<file path="config.mk">
export PLATFORM = sky130hd
export DESIGN_NAME = imm_extend_pipe
export DESIGN_NICKNAME = d
export VERILOG_FILES = /design/src/rtl/imm_ext_pkg.sv /design/src/rtl/imm_ext_core.sv /design/src/rtl/imm_extend_pipe.sv
export SDC_FILE = /design/constraint.sdc
export NUM_CORES = 1
export LEC_CHECK = 0
export CORE_MARGIN = 8
export CORE_UTILIZATION = 52
export CTS_CLUSTER_SIZE = 30
export DETAILED_ROUTE_END_ITERATION = 12
export GPL_TIMING_DRIVEN = 0
export PLACE_DENSITY = 0.8
export SYNTH_ARGS = -nofsm -noshare
export SYNTH_HDL_FRONTEND = slang
export SYNTH_SLANG_ARGS = --single-unit
</file>
<file path="constraint.sdc">
create_clock -name clk -period 2.8 [get_ports clk]
set_input_delay 0.56 -clock clk [delete_from_list [all_inputs] [get_ports clk]]
set_output_delay 0.56 -clock clk [all_outputs]
set_load 0.02 [all_outputs]
</file>
<file path="src/rtl/imm_ext_pkg.sv">
// imm_ext_pkg
//   Shared types for the immediate-extension pipeline stage.
//   - ext_mode_e   : 2-bit extension mode carried on in_mode
//   - pipe_state_e : handshake state of imm_extend_pipe. The encoding is
//                    {skid_valid, out_valid}, so each valid bit can be read
//                    straight out of the state register.
package imm_ext_pkg;

    typedef enum logic [1:0] {
        EXT_ZERO   = 2'b00,
        EXT_SIGN   = 2'b01,
        EXT_UPPER  = 2'b10,
        EXT_BRANCH = 2'b11
    } ext_mode_e;

    typedef enum logic [1:0] {
        ST_EMPTY = 2'b00,  // nothing held
        ST_FULL  = 2'b01,  // output register holds a beat
        ST_SKID  = 2'b11   // output and skid registers both hold a beat
    } pipe_state_e;

    localparam int ST_OUT_VALID_BIT  = 0;
    localparam int ST_SKID_VALID_BIT = 1;

endpackage

</file>
<file path="src/rtl/imm_ext_core.sv">
// imm_ext_core
//   Purely combinational immediate extender.
//   Ports:
//     imm  [IN_W-1:0]  raw immediate
//     mode [1:0]       extension mode (ext_mode_e)
//     ext  [OUT_W-1:0] extended operand
//   Modes: ZERO pads with zeros, SIGN replicates imm MSB, UPPER places imm in
//   the top IN_W bits, BRANCH is the SIGN result shifted left by two.
module imm_ext_core
    import imm_ext_pkg::*;
#(
    parameter int IN_W  = 16,
    parameter int OUT_W = 32
) (
    input  logic [IN_W-1:0]  imm,
    input  logic [1:0]       mode,
    output logic [OUT_W-1:0] ext
);

    localparam int PAD_W = OUT_W - IN_W;

    logic             sgn;
    logic [OUT_W-1:0] sign_ext;

    assign sgn      = imm[IN_W-1];
    assign sign_ext = {{PAD_W{sgn}}, imm};

    always_comb begin
        ext = '0;
        case (ext_mode_e'(mode))
            EXT_ZERO:   ext = {{PAD_W{1'b0}}, imm};
            EXT_SIGN:   ext = sign_ext;
            EXT_UPPER:  ext = {imm, {PAD_W{1'b0}}};
            // The two MSBs of the sign-extended value fall off the top.
            EXT_BRANCH: ext = {sign_ext[OUT_W-3:0], 2'b00};
            default:    ext = '0;
        endcase
    end

endmodule

</file>
<file path="src/rtl/imm_extend_pipe.sv">
// imm_extend_pipe
//   Pipelined immediate-extension stage for the ID/EX boundary. The immediate
//   is extended as it is accepted; an output register plus a one-entry skid
//   register hold already-extended data and its tag.
//   Ports:
//     clk, rst_n         clock, asynchronous active-low reset
//     flush              synchronous flush: drops every held beat
//     in_valid/in_ready  input handshake (in_ready is a flop)
//     in_imm/in_mode     immediate and extension mode
//     in_tag             sideband tag, passed through unmodified
//     out_valid/out_ready output handshake
//     out_data/out_tag   extended operand and its tag (registered)
//
//   Handshake: a beat transfers on a rising edge where valid and ready are
//   both 1. The sender must hold a beat and its payload stable until that
//   edge; this block keeps out_data/out_tag stable while out_valid=1 and
//   out_ready=0, and in_ready never depends on out_ready in the same cycle.
//
//   state_q is the handshake FSM state ({skid_valid, out_valid}); it is the
//   single point to observe EMPTY/FULL/SKID.
module imm_extend_pipe
    import imm_ext_pkg::*;
#(
    parameter int IN_W  = 16,
    parameter int OUT_W = 32,
    parameter int TAG_W = 5
) (
    input  logic             clk,
    input  logic             rst_n,
    input  logic             flush,
    input  logic             in_valid,
    output logic             in_ready,
    input  logic [IN_W-1:0]  in_imm,
    input  logic [1:0]       in_mode,
    input  logic [TAG_W-1:0] in_tag,
    output logic             out_valid,
    input  logic             out_ready,
    output logic [OUT_W-1:0] out_data,
    output logic [TAG_W-1:0] out_tag
);

    // BRANCH mode needs two bits of headroom above the immediate.
    generate
        if (OUT_W < IN_W + 2) begin : g_bad_width
            $error("imm_extend_pipe: OUT_W must be at least IN_W+2");
        end
    endgenerate

    pipe_state_e      state_q, state_d;
    logic             in_ready_q, in_ready_d;
    logic [OUT_W-1:0] out_data_q, out_data_d;
    logic [TAG_W-1:0] out_tag_q, out_tag_d;
    logic [OUT_W-1:0] skid_data_q, skid_data_d;
    logic [TAG_W-1:0] skid_tag_q, skid_tag_d;

    logic [OUT_W-1:0] ext_data;
    logic             in_fire;
    logic             out_fire;

    imm_ext_core #(
        .IN_W  (IN_W),
        .OUT_W (OUT_W)
    ) u_core (
        .imm  (in_imm),
        .mode (in_mode),
        .ext  (ext_data)
    );

    assign out_valid = state_q[ST_OUT_VALID_BIT];
    assign in_ready  = in_ready_q;
    assign out_data  = out_data_q;
    assign out_tag   = out_tag_q;

    assign in_fire  = in_valid & in_ready_q;
    assign out_fire = out_valid & out_ready;

    always_comb begin
        state_d     = state_q;
        out_data_d  = out_data_q;
        out_tag_d   = out_tag_q;
        skid_data_d = skid_data_q;
        skid_tag_d  = skid_tag_q;

        case (state_q)
            ST_EMPTY: begin
                if (in_fire) begin
                    out_data_d = ext_data;
                    out_tag_d  = in_tag;
                    state_d    = ST_FULL;
                end
            end
            ST_FULL: begin
                if (in_fire && out_fire) begin
                    out_data_d = ext_data;
                    out_tag_d  = in_tag;
                end else if (in_fire) begin
                    // Output is stalled: park the new beat in the skid.
                    skid_data_d = ext_data;
                    skid_tag_d  = in_tag;
                    state_d     = ST_SKID;
                end else if (out_fire) begin
                    state_d = ST_EMPTY;
                end
            end
            ST_SKID: begin
                // in_ready is low here, so only the output side can move.
                if (out_fire) begin
                    out_data_d = skid_data_q;
                    out_tag_d  = skid_tag_q;
                    state_d    = ST_FULL;
                end
            end
            default: state_d = ST_EMPTY;
        endcase

        // Flush only drops the valid bits; data registers keep whatever
        // they were about to hold.
        if (flush) begin
            state_d = ST_EMPTY;
        end

        // in_ready is registered: computed from the next state so it never
        // sees this cycle's out_ready combinationally.
        in_ready_d = (state_d != ST_SKID);
    end

    always_ff @(posedge clk or negedge rst_n) begin
        if (!rst_n) begin
            state_q     <= ST_EMPTY;
            in_ready_q  <= 1'b1;
            out_data_q  <= '0;
            out_tag_q   <= '0;
            skid_data_q <= '0;
            skid_tag_q  <= '0;
        end else begin
            state_q     <= state_d;
            in_ready_q  <= in_ready_d;
            out_data_q  <= out_data_d;
            out_tag_q   <= out_tag_d;
            skid_data_q <= skid_data_d;
            skid_tag_q  <= skid_tag_d;
        end
    end

endmodule

</file>
# Yosys cells after proc, flatten, opt, wreduce, memory -nomap -nowiden
# Cells that the tools add are included.
[totals]
regBits = 77
out_inout_bits = 39
[op_classes]
n_eq_ne = 9
mux = 16
n_bitwise = 3
reduce_logical = 6
[ops]
columns = ["operator", "n"]
rows = [
  ["$pmux 32 s4", 1],
  ["$mux 32", 3],
  ["$pmux 32 s3", 1],
  ["$mux 5", 3],
  ["$pmux 5 s3", 1],
  ["$mux 2", 6],
  ["$ne 2x2->1 const B", 4],
  ["$eq 2x2->1 const B", 3],
  ["$pmux 2 s3", 1],
  ["$eq 2x1->1 const B", 2],
  ["$logic_not 2->1", 2],
  ["$reduce_and 4->1", 1],
  ["$reduce_and 3->1", 1],
  ["$reduce_bool 3->1", 1],
  ["$and 1x1->1", 2],
  ["$logic_and 1x1->1", 1],
  ["$not 1->1", 1],
]

# Logic depth before layout (Yosys ltp)
[logic_depth]
word_depth = 7
ltp_mapped = 8

# By module
# Synthesis repeated with hierarchy kept, for this count alone.
[hier_totals]
hier_cells = 312
area_unflattened_um2 = 4038.9
[modules_own_cells]
columns = ["mod", "seq_area_each_um2", "cells_each", "n_inst", "area_per_inst_um2"]
rows = [
  ["imm_extend_pipe", 1928.1, 270, 1, 3673.5],
  ["imm_ext_core", 0.0, 42, 1, 365.4],
]

# Least setup slack after synthesis
# Ideal clock, no wire load.
[synth_path]
path_type = "register to register"
start = "register state_q[0]"
end = "register out_data_q[10], in the netlist out_data[10]"
required_time_ns = 2.675
setup_slack_ns = 0.707
path_stages_with_launch = 9
arrival_time_ns = 1.967
path_buffers = 2
cell_sequence = "dfrtp_1 > inv_1 > ha_1 > nor2_1 > a41oi_1 > or2_1 > buf_6 > buf_6 > mux2_4"
[synth_via]
elab_chain_len = 4
elab_cells_between_ends = 11
[synth_rtl]
columns = ["element", "line_no", "source"]
rows = [
  ["start, declared", "imm_extend_pipe.sv:49", "pipe_state_e state_q, state_d;"],
  ["start signal, assigned", "imm_extend_pipe.sv:136", "state_q <= state_d;"],
  ["$and 1x1->1", "imm_extend_pipe.sv:75", "assign out_fire = out_valid & out_ready;"],
  ["$logic_and 1x1->1", "imm_extend_pipe.sv:93", "if (in_fire && out_fire) begin"],
  ["$ne 2x2->1 (no line)", "-", ""],
  ["$reduce_and 4->1 (no line)", "-", ""],
  ["end signal, assigned", "imm_extend_pipe.sv:138", "out_data_q <= out_data_d;"],
  ["end, declared", "imm_extend_pipe.sv:51", "logic [OUT_W-1:0] out_data_q, out_data_d;"],
]
# Parallel ways exist; a longest one is shown, timed or not.
# A chain may end at the register's enable or synchronous reset.

# Final worst setup path
[layout_path]
start = "register state_q[0]"
end = "register out_data_q[17], in the netlist out_data[17]"
# The elaborated chain is that of the path after synthesis.

==> out/qor.txt <==
Overall Global Routing Usage = 18.2%
Final Hold Fails = 0
Syn Inst Count = 356
Area delta synth->final = 28.5%
First-pass GRT wire length = 14400 µm
Placed insts = 519
CTS tree = yes
CP cell instances = inv_1 > ha_1 > nor2_1 > a41oi_1 > or2_1 > buf_6 > buf_6 > mux2_4
Synth area leaders = dfrtp_1, o21ai_0, mux2_4
Total Power = 0.00436 W
CTS sink count = 77
GP Congestion = 0.856
Most common flop cell mapped by yosys = dfrtp_1
Commonest cells in the netlist = dfrtp_1, o21ai_0, nand2_1, a21oi_1, mux2_4
Register area share after synthesis = 52.4%
Crit path launch type = flop
Clock skew = 0.00883 ns
DRC = 0
Synth top area share = 51.7%
Req. time, crit path = 3.03 ns
Yosys warning count = 0
Layout cell share with drive strength beyond 1 = 14.1%
Max clock buf depth = 2
Worst-Skew Late Latency = 0.34 ns
Fin. max-slew vios = 0
Hold Path Class = reg2reg
Drt via density = 5.44
TritonCTS Buffers = 9
Syn_nets = 388
Count of final setup violators = 0
Reg2reg end = out_data[17]
H-tree levels = 3
Max Fclk = 0.439 GHz
Leakage = 2.04 nW
Async S/R FF share, synth = 100%
Final net count = 467
Total wire length = 8720 µm
Hold_sp = skid_data_q[31]
Drt pass-1 iters = 5
CTS clk-pin slew, worst paths = 0.08 ns
TNS Setup = 0 ns
Number of global-route vias before repair = 2981
Buffers on Ports = 66
HPWL after DPL = 6300 µm
Root Driver = clkbuf_8
Worst Hold End = skid_data_q[31]
Actual slew at the worst max-slew pin = 0.567 ns
Hold WS = 0.481 ns
EDFF count, synth = 0
R2R setup slack = 0.52 ns
RSZ-0062 raised after global routing = no
Routed vias = 2915
Critical path's most frequent cell = buf_6
Reg2Reg Depth = 8
Setup crit end kind = flop
Ports = 67
Highest net fanout along the worst path = 10
Netlist cell types = 26
Core ar. = 0.00683 mm²
Crit path DAT = 2.51 ns
Status = completed
Initial antenna violation count = 0
Post-layout min period = 2.28 ns
Post-synthesis cell area = 0.00368 mm²
Period utilization = 81.3%
Die area = 0.0100 mm²
Hold Path Depth = 2
Grt ovf = 0
Layout Cells excl Fill = 536
Chip width = 100 µm
Yosys reg bits = 77
WS Path Type = reg2reg
Starting DRT DRC Count = 191
Pin count of the biggest net entering global routing = 75
Max-Cap Viols = 0
Diodes inserted = 0
CP peak stage delay = 0.48 ns
Maximum vdd drop = 0.507 mV
DIE HEIGHT = 100 µm
Reg2reg start = state_q[0]
Area leader, netlist = dfrtp_1
Power density over the cells = 922 mW/mm²
Average size of a mapped cell = 10.3 µm²
Slew headroom = 62.2%
Antenna-violating nets left = 0
Rows = 30
Wire per inst = 16.3 µm
Slowest CP cell = dfrtp_1
Initial Utilization = 53.9%
[kinds of logic (layout without fill, tap and decap cells)]
kind of cell               count (synthesis)  after routing  synth area share, %
and+or+nand+nor                           92             92                 11.0
muxes                                     44             44                 15.8
DFF                                       77             77                 52.4
AOI/OAI and AO/OA                        110            110                 15.4
buffers and inverters                     28            112                 3.74
adders and majority gates                  5              5                 1.63
[state kept, by name, indices dropped and copies added (netlist names)]
register and cells:
out_data 32, skid_data_q 32, out_tag 5, skid_tag_q 5
state_q 2, in_ready 1
[cell type report]
class,instances,area [µm²]
clock inverters,5,100
multi-input cells,251,1610
well taps,96,120
clock buffers,11,131
plain buffers,25,126
inverters,3,11.3
fillers,545,2100
flip-flops and latches,77,1930
repair buffers,68,696
[cells in the final DEF, fill, tap and decap left out, drive strengths merged]
cell type	instances
a22o	2
o21ai	76
a41oi	1
buf	8
dfrtp	76
mux2i	6
or2	1
bufinv	3
o211ai	1
nand2	66
nor2	3
mux2	38
maj3	1
nand2b	2
dfstp	1
clkinv	2
nor2b	15
ha	4
o21a	1
and2	4
a21oi	28
a31oi	1
dlygate4sd3	1
nand3	1
inv	3
clkdlybuf4s50	65
clkbuf	30
[how the worst max path moves through the flow]
stage,startpoint,slack [ns],endpoint,depth (start not counted)
after global routing,state_q[0],0.39,out_data[23],8
final,state_q[0],0.52,out_data[17],8
after detailed placement,in_valid,0.22,out_data[17],7
after floorplan,state_q[0],0.71,out_data[10],8
after global placement,rst_n,-1.38,skid_tag_q[2],1
after CTS,state_q[0],0.51,out_data[23],8
[worst max-delay path, delay by kind of cell (launching register included)]
| kind | cells | cell delay (ns) |
|---|---|---|
| AND/OR/NAND/NOR | 2 | 0.23 |
| multiplexers | 1 | 0.32 |
| buffers and inverters | 3 | 0.46 |
| AO/OA/AOI/OAI | 1 | 0.39 |
| adder cells (fa/ha/maj) | 1 | 0.29 |
| flip-flops | 1 | 0.48 |
[metal layers]
layer | up-vias | global-route usage, % | routed length, µm
li1 | 1370 | - | -
met1 | 1405 | 22.9 | 3770
met2 | 119 | 28.3 | 4090
met3 | 21 | 4.71 | 625
met4 | 0 | 8.95 | 225
met5 | - | 0 | 0
[report_power, final]
group          switching (W)  leakage [nW]  total [W]  internal, W
Combinational       0.000751         0.952    0.00160     0.000849
Clock               0.000386         0.117   0.000976     0.000590
Sequential          0.000236         0.969    0.00178      0.00155
[per-stage QoR]
step | util (%) | setup slack (ns) | cell area, µm²
after floorplan | - | 0.707 | 3680
after global placement | 65.3 | -1.38 | 4460
after detailed placement | 65.7 | 0.216 | 4490
after CTS | 69.0 | 0.509 | 4720
after global routing | 69.2 | 0.388 | 4730
final | 69.2 | 0.522 | 4730
[timing repair]
action | CTS | global route
buffers inserted | 0 | 0
hold endpoints to repair | 0 | 3
hold buffers | 0 | 1
resized for setup | 0 | 0
(Power assumes the default switching activity.)
